<file path="config.mk">
export PLATFORM = sky130hd
export DESIGN_NAME = sram_arbiter
export DESIGN_NICKNAME = d
export VERILOG_FILES = /design/src/rtl/sram_arbiter.sv
export SDC_FILE = /design/constraint.sdc
export NUM_CORES = 1
export LEC_CHECK = 0
export CAP_MARGIN = 25
export CORE_UTILIZATION = 52
export CTS_CLUSTER_SIZE = 28
export DETAILED_ROUTE_END_ITERATION = 16
export PLACE_DENSITY_LB_ADDON = 0.15
export SYNTH_ARGS = -nofsm -noshare
export SYNTH_HDL_FRONTEND = slang
export SYNTH_SLANG_ARGS = --single-unit
</file>
<file path="constraint.sdc">
create_clock -name CLOCK -period 4.07 [get_ports CLOCK]
set_clock_uncertainty 0.05 [all_clocks]
set_input_delay 0.6105 -clock CLOCK [delete_from_list [all_inputs] [get_ports CLOCK]]
set_output_delay 0.6105 -clock CLOCK [all_outputs]
set_load 0.005 [all_outputs]
</file>
<file path="src/rtl/sram_arbiter.sv">
// -----------------------------------------------------------------------------
// sram_arbiter
// Owns the external 512Kx8 SRAM and shares it between the acquisition write
// port, the MCU write port and the MCU read port (fixed priority
// ACQ > MCU_WR > MCU_RD). Sequences OE/WE/data-bus timing, keeps the
// auto-incrementing, saturating address counter and reports EMPTY/FULL/BUSY.
//
// Ports:
//   CLOCK, RESET_n              master clock, asynchronous active-low reset
//   ACQ_WR_REQ/DATA/ACK         acquisition write port (level req, pulse ack)
//   MCU_WR_REQ/DATA/ACK         MCU write port (level req, pulse ack)
//   MCU_RD_REQ/DATA/ACK         MCU read port; data valid from the ack cycle
//   ADDR_LOAD, ADDR_LOAD_VAL    one-cycle address load strobe and value
//   SRAM_A, SRAM_DQ_OUT,
//   SRAM_DQ_IN, SRAM_DQ_OE,
//   SRAM_WE_n, SRAM_OE_n        SRAM pin-side signals
//   EMPTY, FULL, BUSY           status bits
//   DROP_COUNT                  dropped acquisition writes (optional)
//
// Optional feature macro: SRAM_ARB_DROP_COUNT_EN
//   defined   -> DROP_COUNT is an 8-bit saturating count of dropped writes
//   undefined -> DROP_COUNT is tied to zero
// -----------------------------------------------------------------------------
module sram_arbiter #(
  parameter int ADDR_WIDTH = 19,
  parameter int DATA_WIDTH = 8,
  parameter int WE_CYCLES  = 1
) (
  input  logic                  CLOCK,
  input  logic                  RESET_n,
  input  logic                  ACQ_WR_REQ,
  input  logic [DATA_WIDTH-1:0] ACQ_WR_DATA,
  output logic                  ACQ_WR_ACK,
  input  logic                  MCU_WR_REQ,
  input  logic [DATA_WIDTH-1:0] MCU_WR_DATA,
  output logic                  MCU_WR_ACK,
  input  logic                  MCU_RD_REQ,
  output logic [DATA_WIDTH-1:0] MCU_RD_DATA,
  output logic                  MCU_RD_ACK,
  input  logic                  ADDR_LOAD,
  input  logic [ADDR_WIDTH-1:0] ADDR_LOAD_VAL,
  output logic [ADDR_WIDTH-1:0] SRAM_A,
  output logic [DATA_WIDTH-1:0] SRAM_DQ_OUT,
  input  logic [DATA_WIDTH-1:0] SRAM_DQ_IN,
  output logic                  SRAM_DQ_OE,
  output logic                  SRAM_WE_n,
  output logic                  SRAM_OE_n,
  output logic                  EMPTY,
  output logic                  FULL,
  output logic                  BUSY,
  output logic [7:0]            DROP_COUNT
);

  typedef enum logic [2:0] {
    ST_IDLE     = 3'd0,
    ST_RD_WAIT  = 3'd1,
    ST_WR_TURN  = 3'd2,
    ST_WR_PULSE = 3'd3,
    ST_WR_END   = 3'd4
  } state_t;

  localparam logic [3:0]            WE_LAST  = 4'(WE_CYCLES - 1);
  localparam logic [ADDR_WIDTH-1:0] ADDR_MAX = {ADDR_WIDTH{1'b1}};
  localparam logic [ADDR_WIDTH-1:0] ADDR_ONE = {{(ADDR_WIDTH-1){1'b0}}, 1'b1};

  state_t                  state_r;
  logic [3:0]              we_cnt_r;
  logic                    src_acq_r;   // current write belongs to the acquisition port
  logic                    drop_r;      // current acquisition write is dropped
  logic                    top_used_r;  // top location already consumed by an access
  logic                    pend_r;
  logic [ADDR_WIDTH-1:0]   pend_val_r;
  logic                    ack_edge_s;
  logic                    apply_s;
  logic [ADDR_WIDTH-1:0]   load_val_s;

  assign EMPTY = (SRAM_A == {ADDR_WIDTH{1'b0}});
  assign FULL  = (SRAM_A == ADDR_MAX);

  // The clock edge on which a transaction acks is also where its increment
  // happens; a load (fresh or pending) replaces the increment there, and a
  // load arriving during WR_END is applied on the way back to IDLE.
  assign ack_edge_s = (state_r == ST_RD_WAIT) ||
                      ((state_r == ST_WR_PULSE) && (we_cnt_r == WE_LAST));
  assign apply_s    = ((state_r == ST_IDLE) && ADDR_LOAD) ||
                      ((ack_edge_s || (state_r == ST_WR_END)) && (ADDR_LOAD || pend_r));
  assign load_val_s = ADDR_LOAD ? ADDR_LOAD_VAL : pend_val_r;

  // Arbitration FSM, address counter and all registered SRAM-side outputs.
  always_ff @(posedge CLOCK or negedge RESET_n) begin
    if (!RESET_n) begin
      state_r     <= ST_IDLE;
      we_cnt_r    <= 4'd0;
      src_acq_r   <= 1'b0;
      drop_r      <= 1'b0;
      top_used_r  <= 1'b0;
      pend_r      <= 1'b0;
      pend_val_r  <= {ADDR_WIDTH{1'b0}};
      SRAM_A      <= {ADDR_WIDTH{1'b0}};
      SRAM_DQ_OUT <= {DATA_WIDTH{1'b0}};
      SRAM_DQ_OE  <= 1'b0;
      SRAM_WE_n   <= 1'b1;
      SRAM_OE_n   <= 1'b0;
      MCU_RD_DATA <= {DATA_WIDTH{1'b0}};
      ACQ_WR_ACK  <= 1'b0;
      MCU_WR_ACK  <= 1'b0;
      MCU_RD_ACK  <= 1'b0;
      BUSY        <= 1'b0;
    end else begin
      ACQ_WR_ACK <= 1'b0;
      MCU_WR_ACK <= 1'b0;
      MCU_RD_ACK <= 1'b0;

      if (apply_s) begin
        SRAM_A <= load_val_s;
        pend_r <= 1'b0;
      end else if (ADDR_LOAD) begin
        pend_r     <= 1'b1;
        pend_val_r <= ADDR_LOAD_VAL;
      end

      // FULL marks the last location rather than past-the-end: the top
      // location is still accessed once, after which acquisition writes drop.
      if (apply_s) begin
        top_used_r <= 1'b0;
      end else if (ack_edge_s && FULL) begin
        top_used_r <= 1'b1;
      end

      case (state_r)
        ST_IDLE: begin
          if (ADDR_LOAD) begin
            state_r <= ST_IDLE;   // load goes first, request waits a cycle
          end else if (ACQ_WR_REQ) begin
            state_r     <= ST_WR_TURN;
            src_acq_r   <= 1'b1;
            drop_r      <= top_used_r;
            SRAM_DQ_OUT <= ACQ_WR_DATA;
            SRAM_OE_n   <= 1'b1;
            BUSY        <= 1'b1;
          end else if (MCU_WR_REQ) begin
            state_r     <= ST_WR_TURN;
            src_acq_r   <= 1'b0;
            drop_r      <= 1'b0;
            SRAM_DQ_OUT <= MCU_WR_DATA;
            SRAM_OE_n   <= 1'b1;
            BUSY        <= 1'b1;
          end else if (MCU_RD_REQ) begin
            state_r <= ST_RD_WAIT;
            BUSY    <= 1'b1;
          end else begin
            state_r <= ST_IDLE;
          end
        end
        ST_RD_WAIT: begin
          state_r     <= ST_IDLE;
          MCU_RD_DATA <= SRAM_DQ_IN;
          MCU_RD_ACK  <= 1'b1;
          BUSY        <= 1'b0;
          if (!apply_s && !FULL) SRAM_A <= SRAM_A + ADDR_ONE;
        end
        ST_WR_TURN: begin
          state_r    <= ST_WR_PULSE;
          SRAM_DQ_OE <= 1'b1;
          SRAM_WE_n  <= drop_r;   // a dropped write never strobes WE
          we_cnt_r   <= 4'd0;
        end
        ST_WR_PULSE: begin
          if (we_cnt_r == WE_LAST) begin
            state_r   <= ST_WR_END;
            SRAM_WE_n <= 1'b1;
            if (src_acq_r) ACQ_WR_ACK <= 1'b1;
            else           MCU_WR_ACK <= 1'b1;
            if (!apply_s && !drop_r && !FULL) SRAM_A <= SRAM_A + ADDR_ONE;
          end else begin
            we_cnt_r <= we_cnt_r + 4'd1;
          end
        end
        ST_WR_END: begin
          state_r    <= ST_IDLE;
          SRAM_OE_n  <= 1'b0;
          SRAM_DQ_OE <= 1'b0;
          BUSY       <= 1'b0;
        end
        default: begin
          state_r    <= ST_IDLE;
          SRAM_WE_n  <= 1'b1;
          SRAM_OE_n  <= 1'b0;
          SRAM_DQ_OE <= 1'b0;
          BUSY       <= 1'b0;
        end
      endcase
    end
  end

`ifdef SRAM_ARB_DROP_COUNT_EN
  logic drop_inc_s;
  assign drop_inc_s = (state_r == ST_WR_PULSE) && (we_cnt_r == WE_LAST) && drop_r;

  // Saturating count of dropped acquisition writes; an applied load clears it.
  always_ff @(posedge CLOCK or negedge RESET_n) begin
    if (!RESET_n) begin
      DROP_COUNT <= 8'd0;
    end else if (apply_s) begin
      DROP_COUNT <= 8'd0;
    end else if (drop_inc_s && (DROP_COUNT != 8'd255)) begin
      DROP_COUNT <= DROP_COUNT + 8'd1;
    end
  end
`else
  assign DROP_COUNT = 8'd0;
`endif

endmodule
</file>
==> results by group, run 1 <==
Outcome
  • Result of the run: finished, final reports clean

Clock tree
  • TritonCTS Sinks: 72
  • Number of buffers created by CTS: 9
  • Hold Buf Count CTS: 0
  • Number of resized instances in the post-cts repair step: 0
  • Clock Path Buffers: 2
  • Setup Buffers After CTS: 0
  • Worst skew pair latency: 340 ps
  • Clock tree from TritonCTS: built
  • Htree depth: 3
  • Clock Root Buffer: sky130_fd_sc_hd__clkbuf_8
  • Reg clk slew, reported paths: 80 ps

Synthesis
  • Synth unique cells: 52
  • Area leader, netlist: sky130_fd_sc_hd__dfrtp_1
  • Predominant post-synthesis flop cell: sky130_fd_sc_hd__dfrtp_1
  • Dominant cells by area after synthesis: sky130_fd_sc_hd__dfrtp_1 (47%), sky130_fd_sc_hd__mux2_2 (5.4%), sky130_fd_sc_hd__mux2_4 (4.0%)
  • Average size of a mapped cell: 10.5 um2
  • Synth async-reset ratio: 1.00
  • Seq/Total Area, Yosys: 0.481
  • Proportion of netlist area held by the largest area contributor: 0.474
  • Synth Register Bits: 72
  • Syn Inst Count: 356
  • Syn Std Cell Area: 0.00375 mm2
  • Synth warnings: 0
  • Number of synthesized flops with an enable pin: 0

Global routing
  • Global route overflow: 0
  • Vias in the first global route: between 2000 and 3000
  • Largest net degree at the start of global routing: 39
  • Global-route wire length before repair: 14100 um
  • Aggregate global-route resource usage: 0.243
  • Initial antenna violation count: 0

Timing
  • Share of the clock period used by the worst path: 0.765
  • Number of failing setup endpoints in the final timing report: 0
  • Min Tclk post-route: 3120 ps
  • Worst hold slack: 188 ps
  • Setup repair after global routing missed its margin: false
  • Min setup slack post-route: roughly 950 ps
  • Final sum of negative setup slack: 0 ps
  • Hold violation count in the final report: 0
  • Transition time of the tightest slew-check pin: 727 ps
  • Worst slew margin relative to its limit: 0.513
  • Number of pins exceeding their max-slew limit in the final report: 0
  • Fmax: 321 MHz

Cells and area
  • Area of all placed cells without fillers: 0.00490 mm2
  • Diodes inserted: 0
  • P&R area growth vs syn: 30.8%
  • Most common cell after layout, fill and taps aside: sky130_fd_sc_hd__clkdlybuf4s50_1
  • Fin nets: 494
  • Layout cells sized above 1: 0.126
  • Leading cell types in the layout, fill and taps excluded: sky130_fd_sc_hd__clkdlybuf4s50_1 (91), sky130_fd_sc_hd__dfrtp_1 (71), sky130_fd_sc_hd__nor2_1 (20)

Placement
  • Post-detail-place hpwl: approximately 6300 um
  • Area after detailed placement: 0.00468 mm2
  • Port-buffer cells: 92
  • DP Worst Slack: around 980 ps
  • Routability Congestion: 0.782

Floorplanning
  • Placeable core region: 0.00687 mm2
  • Count of pins on the block boundary: 101
  • Die W: 86.9 um
  • Die footprint: around 0.0075 mm2
  • Vertical die dimension: 86.9 um
  • Number of core rows: 30
  • Starting Density: 0.546

Drt
  • Detailed router's first-iteration violation count: 194
  • Routed wire length: 8760 um
  • Routed vias/inst: between 5 and 6
  • Detailed Routing Iterations Pass 1: 5
  • Detail Route Antenna Nets: 0
  • Wire length per cell: 16.2 um
  • Vias: 3079
  • DRC: 0

Worst setup path
  • Critical path class: reg -> out
  • Worst reg2reg path startpoint: we_cnt_r[0]
  • Data arrival time at the worst-slack endpoint: about 2500 ps
  • Worst Setup Start Kind: register
  • Crit path max fanout: 9
  • Setup crit start: SRAM_A[6]
  • Required time reported for the critical path endpoint: around 3400 ps
  • Critical path capture point type: primary output

Pwr
  • Fraction of power consumed by sequential logic: 0.394
  • Overall power: 0.00343 W
  • Switching power as a share of total power: 0.345
  • Internal power contribution: 0.00225 W
  • Power per cell area: 700 mW/mm2
  • Peak ir drop on the vdd network: about 0.00032 V
  • Clock group share of total power: 0.186
  • Net Sw Power: 0.00118 W
  • Standby leakage power: 1.96 nW
  • Proportion of power drawn by combinational gates: 0.420

Worst hold path
  • Path type of the worst min-delay path: in -> async

Flow run
  • Reported max-cap violation count: 0
-- area by class of cell --
class | count | area (um2)
Clock inverter | 3 | 65.1
Sequential cell | 72 | 1800
Fill cell | 531 | 1970
Clock buffer | 13 | 159
Inverter | 12 | 45.0
Tap cell | 96 | 120
Multi-Input combinational cell | 248 | 1740
Timing Repair Buffer | 98 | 965
-- flip-flops by register name (all words and copies together) (netlist names) --
signal / flops
pend_val_r: 19
we_cnt_r: 4
SRAM_DQ_OE: 1
top_used_r: 1
SRAM_OE_n: 1
BUSY: 1
src_acq_r: 1
MCU_RD_DATA: 8
SRAM_DQ_OUT: 8
SRAM_A: 19
SRAM_WE_n: 1
state_r: 3
ACQ_WR_ACK: 1
drop_r: 1
MCU_WR_ACK: 1
pend_r: 1
MCU_RD_ACK: 1
-- critical path, cell delays in order, from the launching register on --
cell and delay [ps]:
sky130_fd_sc_hd__dfrtp_1 500, sky130_fd_sc_hd__and4_1 400, sky130_fd_sc_hd__nand4_2 220, sky130_fd_sc_hd__nor3b_1 390, sky130_fd_sc_hd__clkdlybuf4s50_1 600
-- final timing paths --
check                            endpoint  slack, ps  cells past startpoint
max                                  FULL        950                      4
min                             SRAM_A[6]        190                      1
max reg2reg                    SRAM_A[16]       1450                      8
min reg2reg                    MCU_WR_ACK        420                      1
max in group asynchronous  SRAM_DQ_OUT[4]       2970                      2
min in group CLOCK             MCU_WR_ACK        420                      1
-- synthesized netlist by cell type, types with 4 or more instances --
master	number
sky130_fd_sc_hd__nand3_1	11
sky130_fd_sc_hd__mux2i_1	10
sky130_fd_sc_hd__clkbuf_1	11
sky130_fd_sc_hd__or4_1	7
sky130_fd_sc_hd__dfrtp_1	71
sky130_fd_sc_hd__nor3_1	4
sky130_fd_sc_hd__a21oi_1	17
sky130_fd_sc_hd__or3_1	9
sky130_fd_sc_hd__a211oi_1	17
sky130_fd_sc_hd__ha_1	4
sky130_fd_sc_hd__nor2_1	20
sky130_fd_sc_hd__buf_2	7
sky130_fd_sc_hd__buf_4	11
sky130_fd_sc_hd__mux2_4	10
sky130_fd_sc_hd__a31oi_1	15
sky130_fd_sc_hd__nand2_1	12
sky130_fd_sc_hd__mux2_2	18
sky130_fd_sc_hd__and4_1	4
sky130_fd_sc_hd__inv_1	12
sky130_fd_sc_hd__nor2b_1	18
sky130_fd_sc_hd__o21ai_0	17
sky130_fd_sc_hd__o31ai_1	6
-- cells by family (layout without fill, tap and decap cells) --
group / Yosys count / count (layout) / share of synthesized area
adder cells (fa/ha/maj): 4 / 4 / 0.0134
AO/OA/AOI/OAI: 88 / 88 / 0.152
AND/OR/NAND/NOR: 108 / 108 / 0.167
XOR/XNOR: 2 / 2 / 0.00468
buffers and inverters: 43 / 126 / 0.0604
multiplexers: 38 / 38 / 0.121
flip-flops: 72 / 72 / 0.481
other: 1 / 8 / 0.00100
-- routing by layer --
metal	routed length, um	global-route usage
met2	4170	0.366
met3	571	0.0531
met5	0	0
met4	157	0.0970
met1	3860	0.342
-- stage by stage --
stage           util  cells
6_report       0.713    542
5_1_grt        0.713    542
4_1_cts        0.713    542
3_5_place_dp   0.681    526
3_3_place_gp   0.679    525
2_1_floorplan      -    363
-- power groups by stage --
stage               registers (W)  clock network, W  logic (W)
finish                    0.00135          0.000639    0.00144
global route              0.00140          0.000680    0.00158
CTS                       0.00134          0.000645    0.00145
detailed placement        0.00135                 0    0.00144
global placement          0.00134                 0    0.00139
floorplan                 0.00127                 0   0.000857
(Power assumes the default switching activity.)
==> run 2: changes to the inputs <==
Settings changed: CORE_UTILIZATION 52 to 44.
Clock period 4.07 ns to 2.6 ns, I/O delays scaled along.
==> run 2 against run 1 <==
  * Cell count is 3.9% higher
  * Die area is 18% higher
  * Clock power is 39% higher
  * Register-to-register slack worse by 1200 ps
  * Global-route usage is 2.7 points lower
  * Sequential cell count did not move
  * Final area grew 2.4%
  * Sequential power up 52%
  * Critical path depth is the same
==> results by group, run 2 (synthesized netlist as in run 1, its figures left out) <==
Placement
  • Routability Congestion: 0.801 (was 0.782)
  • DP Worst Slack: 209 ps (was 976 ps)
  • Port-buffer cells: 92 (unchanged)
  • Post-detail-place hpwl: 6460 um (was 6280 um)
  • Placed insts: 545 (was 526)

Clock tree
  • Number of buffers created by CTS: 9 (unchanged)
  • Worst skew pair latency: 350 ps (was 340 ps)
  • Clock Root Buffer: sky130_fd_sc_hd__clkbuf_8 (unchanged)
  • Clock tree from TritonCTS: built (unchanged)
  • Clock Path Buffers: 2 (unchanged)
  • Reg clk slew, reported paths: 80 ps (about the same)
  • Htree depth: 3 (unchanged)
  • TritonCTS Sinks: 72 (unchanged)

Pwr
  • Internal power contribution: 0.00347 W (was 0.00225 W)
  • Net Sw Power: 0.00186 W (was 0.00118 W)
  • Standby leakage power: 2.01 nW (was 1.96 nW)
  • Proportion of power drawn by combinational gates: 0.449 (was 0.420)
  • Fraction of power consumed by sequential logic: 0.385 (was 0.394)
  • Clock group share of total power: 0.166 (was 0.186)
  • Peak ir drop on the vdd network: 0.000519 V (was 0.000322 V)
  • Power per cell area: 1060 mW/mm2 (was 700 mW/mm2)
  • Switching power as a share of total power: 0.349 (was 0.345)

Drt
  • Detailed router's first-iteration violation count: 110 (was 194)
  • Routed wire length: 8860 um (was 8760 um)
  • Wire length per cell: 15.7 um (was 16.2 um)
  • DRC: 0 (unchanged)
  • Routed vias/inst: 5.43 (was 5.68)
  • Detail Route Antenna Nets: 0 (unchanged)
  • Detailed Routing Iterations Pass 1: 4 (was 5)
  • Vias: 3059 (was 3079)

Floorplanning
  • Die footprint: 0.00889 mm2 (was 0.00755 mm2)
  • Count of pins on the block boundary: 101 (unchanged)
  • Vertical die dimension: 94.3 um (was 86.9 um)
  • Starting Density: 0.456 (was 0.546)
  • Die W: 94.3 um (was 86.9 um)
  • Placeable core region: 0.00822 mm2 (was 0.00687 mm2)
  • Number of core rows: 33 (was 30)

Worst setup path
  • Worst Setup Start Kind: register (unchanged)
  • R2R Setup Slk: 240 ps (was 1450 ps)
  • Setup crit start: SRAM_A[8] (was SRAM_A[6])
  • Worst reg2reg path startpoint: we_cnt_r[0] (unchanged)
  • Data arrival time at the worst-slack endpoint: 2070 ps (was 2450 ps)
  • Critical path capture point type: primary output (unchanged)
  • Required time reported for the critical path endpoint: 2160 ps (was 3410 ps)
  • Destination of the critical timing path: FULL (unchanged)
  • Crit path max fanout: 7 (was 9)
  • Critical path class: reg -> out (unchanged)
  • Worst reg2reg path endpoint: SRAM_A[17] (was SRAM_A[16])
  • Path depth of the worst reg2reg path: 7 (was 8)

Cells and area
  • Layout cells sized above 1: 0.164 (was 0.126)
  • Top Registers: SRAM_A x19, pend_val_r x19 (unchanged)
  • Diodes inserted: 0 (unchanged)
  • Most common cell after layout, fill and taps aside: sky130_fd_sc_hd__clkdlybuf4s50_1 (unchanged)
  • P&R area growth vs syn: 34.0% (was 30.8%)
  • Leading cell types in the layout, fill and taps excluded: sky130_fd_sc_hd__clkdlybuf4s50_1 (91), sky130_fd_sc_hd__dfrtp_1 (67), sky130_fd_sc_hd__nor2_1 (20) (was sky130_fd_sc_hd__clkdlybuf4s50_1 (91), sky130_fd_sc_hd__dfrtp_1 (71), sky130_fd_sc_hd__nor2_1 (20))
  • Fin nets: 506 (was 494)
  • Post-Layout Cell Count: 563 (was 542)

Timing
  • Number of pins exceeding their max-slew limit in the final report: 0 (unchanged)
  • Worst slew margin relative to its limit: 0.520 (was 0.513)
  • Transition time of the tightest slew-check pin: 718 ps (was 727 ps)
  • Share of the clock period used by the worst path: 0.964
  • Final sum of negative setup slack: 0 ps (unchanged)
  • Setup repair after global routing missed its margin: false (unchanged)
  • Number of failing setup endpoints in the final timing report: 0 (unchanged)
  • Min Tclk post-route: 2510 ps
  • Min setup slack post-route: 92.8 ps (was 955 ps)
  • Fmax: 399 MHz
  • Hold violation count in the final report: 0 (unchanged)

Global routing
  • Vias in the first global route: 3038 (was 2945)
  • Global Route met1 Usage: 0.295 (was 0.342)
  • Global-route track usage on met2: 0.335 (was 0.366)
  • Most Crowded Layer GR: met2 (unchanged)
  • Global route overflow: 0 (unchanged)
  • GR Util met3: 0.0429 (was 0.0531)
  • Aggregate global-route resource usage: 0.215 (was 0.243)
  • Global-route wire length before repair: 14700 um (was 14100 um)
  • Largest net degree at the start of global routing: 39 (unchanged)
  • Initial antenna violation count: 0 (unchanged)

Flow run
  • Reported max-cap violation count: 0 (unchanged)

Worst hold path
  • Path type of the worst min-delay path: reg -> reg (was in -> async)

Outcome
  • Result of the run: finished, final reports clean (unchanged)
==> run 2: final cells by class <==
type	count	area [um2]
Clock buffer	11	141
Timing Repair Buffer	110	1080
Inverter	12	45.0
Multi-Input combinational cell	248	1760
Sequential cell	72	1810
Clock inverter	5	57.6
Tap cell	105	131
Fill cell	698	3200
==> run 2: how the worst min path moves through the flow <==
stage	cells after the start	start	to	slack (ps)
floorplan	0	RESET_n	ACQ_WR_ACK	40
finish	1	src_acq_r	MCU_WR_ACK	420
detailed placement	1	RESET_n	pend_val_r[1]	330
global placement	1	RESET_n	pend_val_r[1]	330
global route	1	src_acq_r	MCU_WR_ACK	430
CTS	1	src_acq_r	MCU_WR_ACK	420
==> run 2: what timing repair did <==
item | 4_1_cts | 5_1_grt
setup buffers | 1 | 0
hold buffers | 1 | 0
hold endpoints to repair | 18 | 0
setup endpoints to repair | 1 | 2
gates resized for setup | 4 | 4
pin swaps | 1 | 1
==> run 2: power by group through the flow <==
stage | combinational (W) | sequential [W] | clock [W]
after floorplan | 0.00134 | 0.00199 | 0
after global placement | 0.00235 | 0.00204 | 0
after detailed placement | 0.00240 | 0.00206 | 0
after CTS | 0.00242 | 0.00205 | 0.000907
after global routing | 0.00264 | 0.00213 | 0.000960
final | 0.00240 | 0.00205 | 0.000887
==> run 2: routing by layer <==
metal | part of all wire | vias up
li1 | - | 1494
met1 | 0.47 | 1478
met2 | 0.46 | 75
met3 | 0.048 | 12
met4 | 0.015 | 0
met5 | 0 | -
==> run 2: worst max-delay path, cell delays in order, from the launching register on <==
cell and delay [ps]:
sky130_fd_sc_hd__dfrtp_2 440, sky130_fd_sc_hd__and4_4 290, sky130_fd_sc_hd__nand4_2 190, sky130_fd_sc_hd__nor3b_2 250
sky130_fd_sc_hd__clkdlybuf4s50_1 550
==> run 2: metrics by stage <==
step | area (um2) | util | power, W | hold WS (ps)
2_1_floorplan | 3770 | - | 0.00333 | 44.4
3_3_place_gp | 4780 | 0.582 | 0.00439 | 326
3_5_place_dp | 4780 | 0.582 | 0.00445 | 332
4_1_cts | 5010 | 0.610 | 0.00537 | 416
5_1_grt | 5020 | 0.611 | 0.00573 | 435
6_report | 5020 | 0.611 | 0.00534 | 418
==> run 3: changes to the inputs <==
Settings changed: CORE_MARGIN from default to 2, SLEW_MARGIN from default to 20.
==> run 3 against run 2 <==
  * Clock-buffer cell count fell by 2
  * Combinational power rose by 2%
  * Sequential share of layout area fell by 0.33 points
  * Critical path depth rose by 2
  * Die area rose by 4.3%
  * Via count rose by 1.5%
  * Sequential cell count did not move
  * Register-to-register slack got worse by 40 ps
  * Sequential power barely moved
  * Clock power rose by 21%
  * Highest routed layer unchanged
==> results by group, run 3 (synthesized netlist as in run 1, its figures left out) <==
Global routing
  • Global-route wire length before repair: 14400 um (was 14700 um)
  • Vias in the first global route: 2929 (was 3038)
  • Global route overflow: 0 (unchanged)
  • Initial antenna violation count: 0 (unchanged)
  • Aggregate global-route resource usage: 0.205 (was 0.215)
  • Largest net degree at the start of global routing: 38 (was 39)

Drt
  • Routed vias/inst: 5.52 (was 5.43)
  • DRC: 0 (unchanged)
  • Routed wire length: 8960 um (was 8860 um)
  • Detail Route Antenna Nets: 0 (unchanged)
  • Vias: 3106 (was 3059)
  • Wire length per cell: 15.9 um (was 15.7 um)
  • Detailed router's first-iteration violation count: 160 (was 110)
  • Detailed Routing Iterations Pass 1: 4 (unchanged)

Worst setup path
  • Cell at the slowest stage of the critical path: sky130_fd_sc_hd__clkdlybuf4s50_1 (unchanged)
  • Worst reg2reg path startpoint: we_cnt_r[0] (unchanged)
  • Worst Setup Start Kind: register (unchanged)
  • Critical path class: reg -> out (unchanged)
  • Path depth of the worst reg2reg path: 8 (was 7)
  • Data arrival time at the worst-slack endpoint: 2080 ps (was 2070 ps)
  • Series of cell instances along the critical path: inv_1 -> ha_1 -> nor4b_1 -> nand4_1 -> nor2_1 -> clkdlybuf4s50_1 (was and4_4 -> nand4_2 -> nor3b_2 -> clkdlybuf4s50_1)
  • Required time reported for the critical path endpoint: 2160 ps (about the same)
  • Critical path capture point type: primary output (unchanged)
  • Worst reg2reg path endpoint: SRAM_A[8] (was SRAM_A[17])
  • R2R Setup Slk: 200 ps (was 240 ps)
  • Crit path max fanout: 6 (was 7)
  • Max incr delay on CP: 510 ps (was 550 ps)

Worst hold path
  • Path type of the worst min-delay path: in -> async (was reg -> reg)

Pwr
  • Standby leakage power: 2.04 nW (was 2.01 nW)
  • Peak ir drop on the vdd network: 0.000573 V (was 0.000519 V)
  • Net Sw Power: 0.00189 W (was 0.00186 W)
  • Power per cell area: 1090 mW/mm2 (was 1060 mW/mm2)
  • Proportion of power drawn by combinational gates: 0.440 (was 0.449)
  • Switching power as a share of total power: 0.341 (was 0.349)
  • Internal power contribution: 0.00365 W (was 0.00347 W)
  • Clock group share of total power: 0.194 (was 0.166)
  • Fraction of power consumed by sequential logic: 0.366 (was 0.385)

Cells and area
  • Leading cell types in the layout, fill and taps excluded: sky130_fd_sc_hd__clkdlybuf4s50_1 (91), sky130_fd_sc_hd__dfrtp_1 (67), sky130_fd_sc_hd__nor2_1 (20) (unchanged)
  • Layout cells sized above 1: 0.170 (was 0.164)
  • Diodes inserted: 0 (unchanged)
  • Most common cell after layout, fill and taps aside: sky130_fd_sc_hd__clkdlybuf4s50_1 (unchanged)
  • Top Registers: SRAM_A x19, pend_val_r x19 (unchanged)
  • Area taken by flip-flops and latches: 0.00181 mm2 (unchanged)
  • P&R area growth vs syn: 35.2% (was 34.0%)
  • Fin nets: 506 (unchanged)
  • Multi-input logic area: 0.00176 mm2 (about the same)
  • Final-layout fill cell count: 670 (was 698)

Clock tree
  • Worst skew pair latency: 350 ps (about the same)
  • TritonCTS Sinks: 72 (unchanged)
  • Clock Path Buffers: 2 (unchanged)
  • Reg clk slew, reported paths: 80 ps (about the same)
  • Number of buffers created by CTS: 9 (unchanged)
  • Clock tree from TritonCTS: built (unchanged)
  • Clock Root Buffer: sky130_fd_sc_hd__clkbuf_8 (unchanged)
  • Htree depth: 3 (unchanged)

Timing
  • Final sum of negative setup slack: 0 ps (unchanged)
  • Setup repair after global routing missed its margin: true (was false)
  • Number of failing setup endpoints in the final timing report: 0 (unchanged)
  • Min Tclk post-route: 2520 ps (was 2510 ps)
  • Transition time of the tightest slew-check pin: 769 ps (was 718 ps)
  • Share of the clock period used by the worst path: 0.971 (was 0.964)
  • Min setup slack post-route: 76.2 ps (was 92.8 ps)
  • Hold violation count in the final report: 0 (unchanged)
  • Fmax: 396 MHz (was 399 MHz)
  • Number of pins exceeding their max-slew limit in the final report: 0 (unchanged)
  • Worst slew margin relative to its limit: 0.488 (was 0.520)

Floorplanning
  • Die W: 96.3 um (was 94.3 um)
  • Number of core rows: 33 (unchanged)
  • Vertical die dimension: 96.3 um (was 94.3 um)
  • Placeable core region: 0.00822 mm2 (unchanged)
  • Count of pins on the block boundary: 101 (unchanged)
  • Starting Density: 0.456 (unchanged)
  • Die footprint: 0.00927 mm2 (was 0.00889 mm2)

Placement
  • Port-buffer cells: 92 (unchanged)
  • DP Worst Slack: 148 ps (was 209 ps)
  • Post-detail-place hpwl: 6600 um (was 6460 um)
  • Routability Congestion: 0.819 (was 0.801)

Outcome
  • Result of the run: finished, final reports clean (unchanged)

Flow run
  • Reported max-cap violation count: 0 (unchanged)
run 3: cell types whose count changed in the layout (fill, tap and decap cells not counted), sizes merged:
cell / before / now
buf: 18 / 19
bufinv: 1 / 3
clkbuf: 11 / 9
clkinv: 1 / 3
clkinvlp: 3 / 1
dlygate4sd3: 1 / 0
run 3: worst max-delay path by stage:
stage,startpoint,endpoint,slack [ps]
floorplan,we_cnt_r[0],pend_val_r[10],410
global placement,SRAM_A[8],FULL,240
global route,SRAM_A[9],FULL,-50
finish,SRAM_A[0],EMPTY,80
CTS,SRAM_A[1],FULL,10
detailed placement,SRAM_A[8],FULL,150
run 3: routing by layer:
metal  GRT usage  part of all wire  vias to the layer above
met3      0.0650             0.067                        7
met2       0.312              0.49                      103
met4      0.0524            0.0091                        0
met5           0                 0                        -
li1            -                 -                     1495
met1       0.284              0.44                     1501
run 3: layout make-up:
cell class	count	share of cell area
clock buffers	9	0.0245
clock inverters	7	0.0237
inverters	12	0.00889
multi-input cells	248	0.348
flip-flops and latches	72	0.357
well taps	105	0.0259
repair buffers	110	0.212
run 3: repair_timing:
| item | CTS | global route |
|---|---|---|
| hold buffers | 0 | 0 |
| pin swaps | 0 | 1 |
| endpoints found under the setup margin | 1 | 4 |
| gates cloned | 0 | 0 |
| setup buffers | 0 | 2 |
| hold endpoints to repair | 0 | 0 |
| resized for setup | 4 | 6 |
run 3: worst max-delay path: cells and delay by family, from the launching register on:
family	cells	cell delay [ps]
simple gates	3	510
fa+ha+maj	1	160
flops	1	450
buf+inv	2	610
run 3: power by group through the flow:
| stage | clock network (W) | logic, W | registers, W |
|---|---|---|---|
| after floorplan | 0 | 0.00134 | 0.00199 |
| after global placement | 0 | 0.00239 | 0.00201 |
| after detailed placement | 0 | 0.00243 | 0.00203 |
| after CTS | 0.00109 | 0.00245 | 0.00202 |
| after global routing | 0.00115 | 0.00267 | 0.00211 |
| final | 0.00107 | 0.00244 | 0.00203 |
run 3: metrics by stage:
step	hold slack [ps]	std cells	util	power, W	area [um2]
5_1_grt	111	563	0.617	0.00593	5070
4_1_cts	80.3	561	0.614	0.00556	5040
2_1_floorplan	44.4	363	-	0.00333	3770
3_5_place_dp	393	545	0.582	0.00446	4780
3_3_place_gp	390	545	0.582	0.00441	4780
6_report	57.7	563	0.617	0.00554	5070
==> patch: new RTL, settings of run 2 <==
The option `SRAM_ARB_DROP_COUNT_EN` is turned on by a define.
--- a/src/rtl/sram_arbiter.sv
+++ b/src/rtl/sram_arbiter.sv
@@ -21,6 +21,8 @@
 //   defined   -> DROP_COUNT is an 8-bit saturating count of dropped writes
 //   undefined -> DROP_COUNT is tied to zero
 // -----------------------------------------------------------------------------
+`define SRAM_ARB_DROP_COUNT_EN
+
 module sram_arbiter #(
   parameter int ADDR_WIDTH = 19,
   parameter int DATA_WIDTH = 8,
Check against the original RTL: not equivalent (a bounded check fails within 10 cycles, from zero or initial values and one cycle with RESET_n low).
==> patch against run 2 <==
- the flow now finishes with violations (hold timing)
- setup slack gained 0.0074 ns
- sequential cell count grew 8
- area after synthesis grew 7.1%
- routed wire length grew 6.1%
- core utilization grew 0.46 points
- via count grew 9.2%
- hold slack lost 0.43 ns
- final area grew 7.5%
- fmax grew 0.29%
- total power grew 3.1%
- critical path depth grew 1
- combinational power shrank 5%
- largest cell class unchanged
- largest power group unchanged
==> patch: results <==
[grt]
grt_first_pass_wirelength_mm = 15.7
use_met3_pct = 7.19
grt_pass1_vias = 3351
grt_use_met1_pct = 26.4
grt_max_degree = 45
grtUsageMet2_pct = 33.0
grt_util_all_layers_pct = 20.7

[pwr]
comb_power_share_pct = 41.4
peakVddDrop_mv = 0.400
clkPwrFrac_pct = 17.9
p_int_mw = 3.61
power_leakage_nw = 2.15

[sta]
whs_ns = -0.00825
fmax_mhz = 400
hold_violations = 14

[outcome]
status = finished with violations
violations = hold timing

[yosys]
ys_top_cells_by_area = dfrtp_1, mux2_2, a21oi_1, mux2i_1, a211oi_1
yosysSeqAreaShare_pct = 49.9
synth_cell_type_count = 50

[layout]
multi_input_area_mm2 = 0.00190
nonClkBufAreaFrac_pct = 20.4
num-nonclk-buffers = 112
final_cell_area_mm2 = 0.00539
seq_share_pct = 37.2
multi_input_comb_cells = 273
clock_area_share_pct = 3.87
drive_above_1_share_pct = 14.8
fin_nets = 542

[place]
place_congestion = 0.887
preCtsSetupSlack_ns = 0.304
dpl_cell_area_mm2 = 0.00517
io_buffers = 100
place_hpwl_mm = 6.87

[clocking]
numClockSinks = 80
post_cts_resized = 2

[drt]
dr.pass1.iters = 6
vias = 3341

[die]
die_area_mm2 = 0.00951

[worst_hold_path]
hold_path_class = input port to asynchronous set/reset pin

[worst_setup_path]
crit_fanout = 6
[patch: path summary, 6_finish.rpt]
check	cells after the start	from	endpoint
max	5	SRAM_A[1]	FULL
min	1	RESET_n	pend_val_r[16]
max reg2reg	7	we_cnt_r[0]	SRAM_A[9]
min reg2reg	1	src_acq_r	MCU_WR_ACK
max in group asynchronous	2	RESET_n	SRAM_DQ_OUT[6]
min in group CLOCK	1	src_acq_r	MCU_WR_ACK
[patch: per-layer routing]
layer  share of wire [%]  up-vias
li1                    -     1605
met1                  45     1622
met2                  47      106
met3                 7.4        8
met4                0.93        0
met5                   0        -
[patch: logic make-up (layout without fill, tap and decap cells)]
family                   count (synthesis)  after routing  synth area share, %
AND/OR/NAND/NOR                        125            125                 16.8
adder cells (fa/ha/maj)                  5              5                 1.56
flip-flops                              80             80                 49.9
buffers and inverters                   32            139                 3.24
AO/OA/AOI/OAI                           83             83                 13.1
XOR/XNOR                                17             17                 3.71
multiplexers                            43             43                 11.7
